<file path="config.mk">
export PLATFORM = sky130hd
export DESIGN_NAME = melody_sequencer
export DESIGN_NICKNAME = d
export VERILOG_FILES = /design/src/rtl/melody_sequencer.sv
export SDC_FILE = /design/constraint.sdc
export NUM_CORES = 1
export LEC_CHECK = 0
export BUFFER_PORTS_ARGS = -buffer_cell sky130_fd_sc_hd__buf_2
export CAP_MARGIN = 25
export CORE_ASPECT_RATIO = 1.1
export CORE_MARGIN = 5
export CORE_UTILIZATION = 65
export CTS_CLUSTER_DIAMETER = 30
export DETAILED_ROUTE_END_ITERATION = 8
export HOLD_SLACK_MARGIN = 0.05
export PLACE_DENSITY = 0.85
export REMOVE_ABC_BUFFERS = 1
export SLEW_MARGIN = 20
export SYNTH_ARGS = -nofsm -noshare
export SYNTH_HDL_FRONTEND = slang
export SYNTH_SLANG_ARGS = --single-unit
export TNS_END_PERCENT = 20
</file>
<file path="constraint.sdc">
create_clock -name i_clk -period 13.3 [get_ports i_clk]
set_input_delay 1.995 -clock i_clk [delete_from_list [all_inputs] [get_ports i_clk]]
set_output_delay 1.995 -clock i_clk [all_outputs]
set_load 0.03 [all_outputs]
</file>
<file path="src/rtl/melody_sequencer.sv">
// Song-table melody sequencer: plays up to 16 {note, duration} entries as one-hot
// note enables, with a silent gap closing every step and optional looping.
module melody_sequencer #(
    parameter int unsigned BEAT_CYCLES = 6250000,
    parameter int unsigned GAP_CYCLES  = 250000
) (
    input  logic       i_clk,
    input  logic       i_reset,
    input  logic       i_start,
    input  logic       i_stop,
    input  logic       i_loop_en,
    input  logic       i_wr_en,
    input  logic [3:0] i_wr_addr,
    input  logic [6:0] i_wr_data,
    output logic [5:0] o_note_en,
    output logic       o_busy,
    output logic       o_done,
    output logic [3:0] o_step_idx
);

    localparam int unsigned CNT_W   = 40;
    localparam int unsigned IDX_W   = 4;
    localparam int unsigned NOTE_W  = 6;
    localparam int unsigned ENTRY_W = 7;
    localparam int unsigned DEPTH   = 16;

    typedef enum logic [1:0] {
        S_IDLE,
        S_FETCH,
        S_PLAY,
        S_GAP
    } state_t;

    state_t               r_state;
    state_t               w_state_nxt;
    logic [CNT_W-1:0]     r_cnt;
    logic [CNT_W-1:0]     w_cnt_nxt;
    logic [IDX_W-1:0]     r_idx;
    logic [IDX_W-1:0]     w_idx_nxt;
    logic [NOTE_W-1:0]    r_note;
    logic [NOTE_W-1:0]    w_note_nxt;
    logic                 r_busy;
    logic                 r_done;
    logic                 w_done_nxt;
    logic                 w_end;
    logic [ENTRY_W-1:0]   r_table [DEPTH];

    logic [ENTRY_W-1:0]   w_entry;
    logic [2:0]           w_note;
    logic [3:0]           w_dur;
    logic [NOTE_W-1:0]    w_onehot;
    logic [CNT_W-1:0]     w_play_len;

    assign w_entry    = r_table[r_idx];
    assign w_note     = w_entry[6:4];
    assign w_dur      = w_entry[3:0];
    // 40-bit product keeps 15 * BEAT_CYCLES exact for any 32-bit BEAT_CYCLES
    assign w_play_len = CNT_W'(w_dur) * CNT_W'(BEAT_CYCLES) - CNT_W'(GAP_CYCLES);

    // Notes 1..6 map to C..A; 0 and 7 are rests
    always_comb begin
        w_onehot = '0;
        if (w_note >= 3'd1 && w_note <= 3'd6) begin
            w_onehot = NOTE_W'(1) << (w_note - 3'd1);
        end
    end

    // Next-state and registered-output logic
    always_comb begin
        w_state_nxt = r_state;
        w_cnt_nxt   = r_cnt;
        w_idx_nxt   = r_idx;
        w_note_nxt  = r_note;
        w_done_nxt  = 1'b0;
        w_end       = 1'b0;

        case (r_state)
            S_IDLE: begin
                w_note_nxt = '0;
                if (i_start) begin
                    w_state_nxt = S_FETCH;
                    w_idx_nxt   = '0;
                end
            end
            S_FETCH: begin
                if (w_dur != 4'd0) begin
                    w_state_nxt = S_PLAY;
                    w_cnt_nxt   = w_play_len - CNT_W'(1);
                    w_note_nxt  = w_onehot;
                end else begin
                    w_end = 1'b1;
                end
            end
            S_PLAY: begin
                if (r_cnt == '0) begin
                    w_state_nxt = S_GAP;
                    w_cnt_nxt   = CNT_W'(GAP_CYCLES) - CNT_W'(1);
                    w_note_nxt  = '0;
                end else begin
                    w_cnt_nxt = r_cnt - CNT_W'(1);
                end
            end
            S_GAP: begin
                w_note_nxt = '0;
                if (r_cnt == '0) begin
                    if (r_idx != IDX_W'(DEPTH - 1)) begin
                        w_state_nxt = S_FETCH;
                        w_idx_nxt   = r_idx + IDX_W'(1);
                    end else begin
                        w_end = 1'b1;
                    end
                end else begin
                    w_cnt_nxt = r_cnt - CNT_W'(1);
                end
            end
            default: begin
                w_state_nxt = S_IDLE;
                w_note_nxt  = '0;
            end
        endcase

        // An end marker at entry 0 would loop forever, so it always completes
        if (w_end) begin
            w_note_nxt = '0;
            w_idx_nxt  = '0;
            if (i_loop_en && r_idx != '0) begin
                w_state_nxt = S_FETCH;
            end else begin
                w_state_nxt = S_IDLE;
                w_done_nxt  = 1'b1;
            end
        end

        if (i_stop) begin
            w_state_nxt = S_IDLE;
            w_cnt_nxt   = '0;
            w_idx_nxt   = '0;
            w_note_nxt  = '0;
            w_done_nxt  = 1'b0;
        end
    end

    // State, outputs and song table; reset also clears the table
    always_ff @(posedge i_clk) begin
        if (!i_reset) begin
            r_state <= S_IDLE;
            r_cnt   <= '0;
            r_idx   <= '0;
            r_note  <= '0;
            r_busy  <= 1'b0;
            r_done  <= 1'b0;
            for (int i = 0; i < DEPTH; i++) begin
                r_table[i] <= '0;
            end
        end else begin
            r_state <= w_state_nxt;
            r_cnt   <= w_cnt_nxt;
            r_idx   <= w_idx_nxt;
            r_note  <= w_note_nxt;
            r_busy  <= (w_state_nxt != S_IDLE);
            r_done  <= w_done_nxt;
            if (r_state == S_IDLE && i_wr_en) begin
                r_table[i_wr_addr] <= i_wr_data;
            end
        end
    end

    assign o_note_en  = r_note;
    assign o_busy     = r_busy;
    assign o_done     = r_done;
    assign o_step_idx = r_idx;

endmodule

</file>
# After elaboration in Yosys (flattened, before gate mapping)
# Memory sizes are Yosys's and may differ from the RTL's. A register that Yosys moved wholly into a read port is not among the register bits.
# Index checks and enable logic that the tools add are counted.
op_classes:
  n_addsub: 5
  multipliers: 1
  n_div: 0
  order_cmp: 2
  eq_ne: 10
  n_shift: 1
  n_mux: 35
  n_bitwise: 2
  n_reduce_logical: 18
op_table:
  columns: ["op", "n"]
  rows:
  - ["2-to-1 mux 40 bit", 3]
  - ["one-hot mux 40 bit (3 select lines)", 1]
  - ["logical NOT 40 bit", 1]
  - ["subtractor 40 x 1 -> 40 bit (second input constant)", 1]
  - ["subtractor 28 x 2 -> 29 bit (second input constant)", 1]
  - ["subtractor 27 x 18 -> 28 bit (second input constant)", 1]
  - ["2-to-1 mux 4 bit", 6]
  - ["multiplier 4 x 19 -> 23 bit (second input constant)", 1]
  - ["2-to-1 mux 6 bit", 3]
  - ["one-hot mux 6 bit (3 select lines)", 1]
  - ["2-to-1 mux 2 bit", 7]
  - ["!= test 2 bit (second input constant)", 6]
  - ["2-to-1 mux 1 bit", 10]
  - ["one-hot mux 2 bit (4 select lines)", 1]
  - ["one-hot mux 4 bit (2 select lines)", 1]
  - ["nonzero test 4 bit", 2]
  - ["2-to-1 mux 7 bit", 1]
  - ["OR reduction 7 bit", 1]
  - ["OR reduction 3 bit", 2]
  - ["<< shifter 1 x 3 -> 6 bit (first input constant)", 1]
  - ["adder 4 x 1 -> 4 bit (second input constant)", 1]
  - ["equality test 2 bit (second input constant)", 2]
  - ["!= test 4 bit (second input constant)", 1]
  - ["AND reduction 4 bit", 1]
  - ["other kinds (13)", 18]
totals:
  ff_bits: 54
  latchBits: 0
  ramBits: 112
  rom_bits: 0
  wordCells: 81
  memories: 1
memory_table:
  columns: ["memory", "depth", "width", "rd", "rd_ports_with_merged_regs", "write_ports", "line_no", "rtl"]
  rows:
  - ["r_table", 16, 7, 1, 1, 16, "46", "logic [ENTRY_W-1:0] r_table [DEPTH];"]

# Depth between registers and ports, before layout
logic_depth:
  depth_word: 7
  depth_mapped: 22

# Worst setup path before layout
# OpenSTA, ideal clock, no wires.
synth_path:
  path_type: "flip-flop to flip-flop"
  start: "register (tool-made name)"
  end: "register r_cnt[25]"
  setup_time_ps: 87
  t_arrival_ps: 6196
  required_time_ps: 13213
  setup_slack_ps: 7017
  path_stages_with_launch: 20
  path_buffers: 3
  synth_period_minus_slack_ps: 6283
  cell_sequence: "dfxtp_1 buf_6 buf_6 clkbuf_1 mux4_2 mux4_2 fa_1 inv_1 fa_1 inv_1 fa_1 a211o_4 a211oi_2 o211a_1 o21ai_0 or4_1 o221ai_2 nand4_1 o31a_1 o31ai_1"
synth_lines:
  columns: ["element", "line_no", "rtl"]
  rows:
  - ["end signal: assignment", "157", "r_cnt <= w_cnt_nxt;"]
  - ["end: declaration", "36", "logic [CNT_W-1:0] r_cnt;"]

==> metrics.md <==
| Metric | Value |
|---|---|
| Number of detailed-routing iterations run before antenna repair | 5 |
| Global-route wire length before repair | 45700 µm |
| Number of DRC markers in iteration 0 | 826 |
| Post-route minimum period | 7170 ps |
| Antenna diodes | 0 |
| Net count of the finished layout | 1195 |
| Max Transition Viols Final | 0 |
| Commonest cells after routing, fill and taps aside | 118 x sky130_fd_sc_hd__and2_1, 112 x sky130_fd_sc_hd__edfxtp_1, 105 x sky130_fd_sc_hd__nor2_1, 68 x sky130_fd_sc_hd__o21ai_0, 61 x sky130_fd_sc_hd__nand2_1 |
| Clock sinks | 170 |
| Drc violations | 0 |
| Floorplan Core Area | 0.0170 mm² |
| Ratio of cells with drive above 1 in the final layout | 0.133 |
| Required time of the critical path | 13650 ps |
| Startpoint type of the worst setup path | flip-flop |
| Static Leakage | 4.47 nW |
| Setup Skew | 17.8 ps |
| Total routing usage reported by global routing | 0.289 |
| Reg2reg setup slack | 6130 ps |
| Yosys Warn Count | 0 |
| Hold WC Path Type | reg2reg |
| Summed negative setup slack over all endpoints | 0 ps |
| Worst-case setup margin in the final layout | 6130 ps |
| Mean instance size in the synthesized netlist | 9.94 µm² |
| Hold-fix buffer count after cts | 0 |
| Boundary pin count | 29 |
| CTS HTree Levels | 4 |
| Remaining antenna violation count after routing | 0 |
| Number of synthesized flops with an enable pin | 112 |
| Routability congestion estimate | 0.916 |
| Worst skew pair latency | 450 ps |
| Arrival time at the worst endpoint | 7520 ps |
| Kind of critical path | reg2reg |
| Finish-stage setup viols | 0 |
| Most common cell after layout, fill and taps aside | sky130_fd_sc_hd__and2_1 |
| Fmax achieved | 139 MHz |
| Post-Syn Area | 0.0112 mm² |
| Syn Inst Count | 1127 |
| Largest net degree at the start of global routing | 46 |
| Post-route non-filler standard cell count | 1381 |
| Remaining global-route overflow | 0 |
| Area Growth Syn to Fin | 7.56% |
| Worst hold path cell count | 2 |
| Number of different library cells in the post-synthesis netlist | 105 |
| Fin crit share | 0.539 |
| Final std cell area, no fill | 0.0121 mm² |
| Relative slew slack | 0.274 |
| Clock transition at the registers of the reported paths | 70 ps |
| Highest fanout seen on the critical path | 16 |
| Part of the Yosys area used for sequential elements | 0.404 |
| Placed cell areas | 0.0115 mm² |
| Total power divided by cell area | 119 mW/mm² |
| Unrepaired setup endpoints after global routing | false |
| Number of CTS-inserted buffers | 17 |
| Buffer count from post-CTS setup fixing | 0 |
| Synth async-reset ratio | 0 |
| Resized Gates After CTS | 0 |
| Starting utilization of the core area | 0.659 |
| Pre-CTS setup slack | 5930 ps |
| Cell row count | 50 |
| Die Footprint | 0.0200 mm² |
| Critical R2R Capture | r_cnt[25] |
| Clock Path Buffers | 2 |
| HPWL after detailed placement | 19700 µm |
| Run status | completed |
| Main flop type after synthesis | sky130_fd_sc_hd__edfxtp_1 |
| Cell count after placement | 1344 |
| Count of input and output buffers | 28 |
| Die boundary height | 148 µm |
| Antenna violations before repair | 1 |
| Clock Tree Root | sky130_fd_sc_hd__clkbuf_16 |
| Post-synthesis sequential element count | 170 |
| Chip width | 135 µm |
| Hold Path End | o_note_en[5] |
| Wire length per cell | 20.5 µm |
| Routed via count | 9100 |
| Vias in the first global route | 8955 |
| DRT Wirelength | 28200 µm |
| Final hold viol count | 0 |
| Hold path start | o_note_en[5] |
| Category of the worst setup path capture point | flip-flop |
| Post-layout util | 0.708 |
| Power consumption | 1.43 mW |
| Worst hold slack after final layout | 470 ps |
| IR drop worst, VDD | 0.134 mV |
| Routed vias/inst | 6.59 |
| Slew @ Worst Pin | 1080 ps |
| Clock tree from TritonCTS | done |
| Worst reg-to-reg path cell count | 17 |
| Maxcap violations | 0 |
area by class of cell:
cell class,count,area [µm²]
clock inverters,13,133
inverters,31,116
repair buffers,46,268
well taps,234,293
fillers,1214,4960
clock buffers,18,429
multi-input cells,869,6290
flip-flops and latches,170,4530
critical path, cell delays in order (launching register included):
cell                        delay, ps
sky130_fd_sc_hd__dfxtp_1          520
sky130_fd_sc_hd__buf_8            230
sky130_fd_sc_hd__mux4_1           550
sky130_fd_sc_hd__nand2b_1         180
sky130_fd_sc_hd__a22oi_2          570
sky130_fd_sc_hd__inv_1            330
sky130_fd_sc_hd__fa_1             710
sky130_fd_sc_hd__inv_1             80
sky130_fd_sc_hd__fa_1             500
sky130_fd_sc_hd__inv_1             90
sky130_fd_sc_hd__fa_1             510
sky130_fd_sc_hd__xnor2_1          630
sky130_fd_sc_hd__o2111ai_1        480
sky130_fd_sc_hd__xnor2_1          530
sky130_fd_sc_hd__nand3_1          290
sky130_fd_sc_hd__or3_4            420
sky130_fd_sc_hd__o31a_1           260
sky130_fd_sc_hd__o31ai_1          210
power by group:
| group | switching, mW | internal [mW] | leakage (nW) |
|---|---|---|---|
| clock network | 0.229 | 0.262 | 0.275 |
| logic | 0.230 | 0.122 | 2.55 |
| registers | 0.00845 | 0.577 | 1.64 |
| total | 0.467 | 0.962 | 4.47 |
cells in the mapped netlist, drive strengths merged (7+ instances only):
cell,instances,area share
inv,31,0.010
nor4,20,0.012
o21a,8,0.0054
o31ai,9,0.0077
a211oi,8,0.0069
nor3,40,0.018
mux2i,17,0.015
nand3,21,0.0094
and3,10,0.0056
fa,8,0.014
ha,35,0.039
a22oi,11,0.0083
nand2b,17,0.0095
or3,11,0.0070
mux4,26,0.053
edfxtp,112,0.30
and2,118,0.066
a21o,8,0.0054
a21oi,63,0.030
or2,8,0.0045
xor2,13,0.010
nor2b,8,0.0051
o21ai,77,0.034
nor3b,8,0.0054
dfxtp,58,0.10
a2111oi,8,0.0092
xnor2,21,0.016
o211ai,11,0.0078
nand2,61,0.020
a221oi,7,0.0087
buf,19,0.012
nand4,14,0.0084
nor2,106,0.036
clkbuf,38,0.013
a31oi,10,0.0075
flip-flops by register name, indices dropped and copies added (netlist names), named ones only:
signal      flops
r_table       112
o_step_idx      4
o_done          1
r_cnt          40
o_note_en       6
o_busy          1
r_state         2
worst max-delay path by stage:
| stage | start | to | depth (start not counted) |
|---|---|---|---|
| 6_report | flip-flop | r_cnt[25] | 17 |
| 5_1_grt | flip-flop | r_cnt[22] | 17 |
| 4_1_cts | flip-flop | r_cnt[25] | 16 |
| 3_5_place_dp | flip-flop | r_cnt[25] | 16 |
| 3_3_place_gp | flip-flop | r_cnt[22] | 16 |
| 2_1_floorplan | flip-flop | r_cnt[28] | 18 |
logic make-up (layout without fill, tap and decap cells):
logic type,count (synthesis),in the layout,share of synthesized area
AO/OA/AOI/OAI,285,285,0.188
XOR/XNOR,34,34,0.0266
adder cells (fa/ha/maj),43,43,0.0534
buffers and inverters,88,108,0.0351
flip-flops,170,170,0.404
multiplexers,45,45,0.0701
AND/OR/NAND/NOR,462,462,0.223
routing by layer:
| metal | GRT usage | vias up | wire length (µm) |
|---|---|---|---|
| li1 | - | 4256 | - |
| met3 | 0.0548 | 79 | 1720 |
| met5 | 0 | - | 13 |
| met4 | 0.143 | 2 | 1270 |
| met2 | 0.491 | 373 | 14300 |
| met1 | 0.353 | 4390 | 11000 |
No activity file was read; power rests on OpenSTA's default activity.
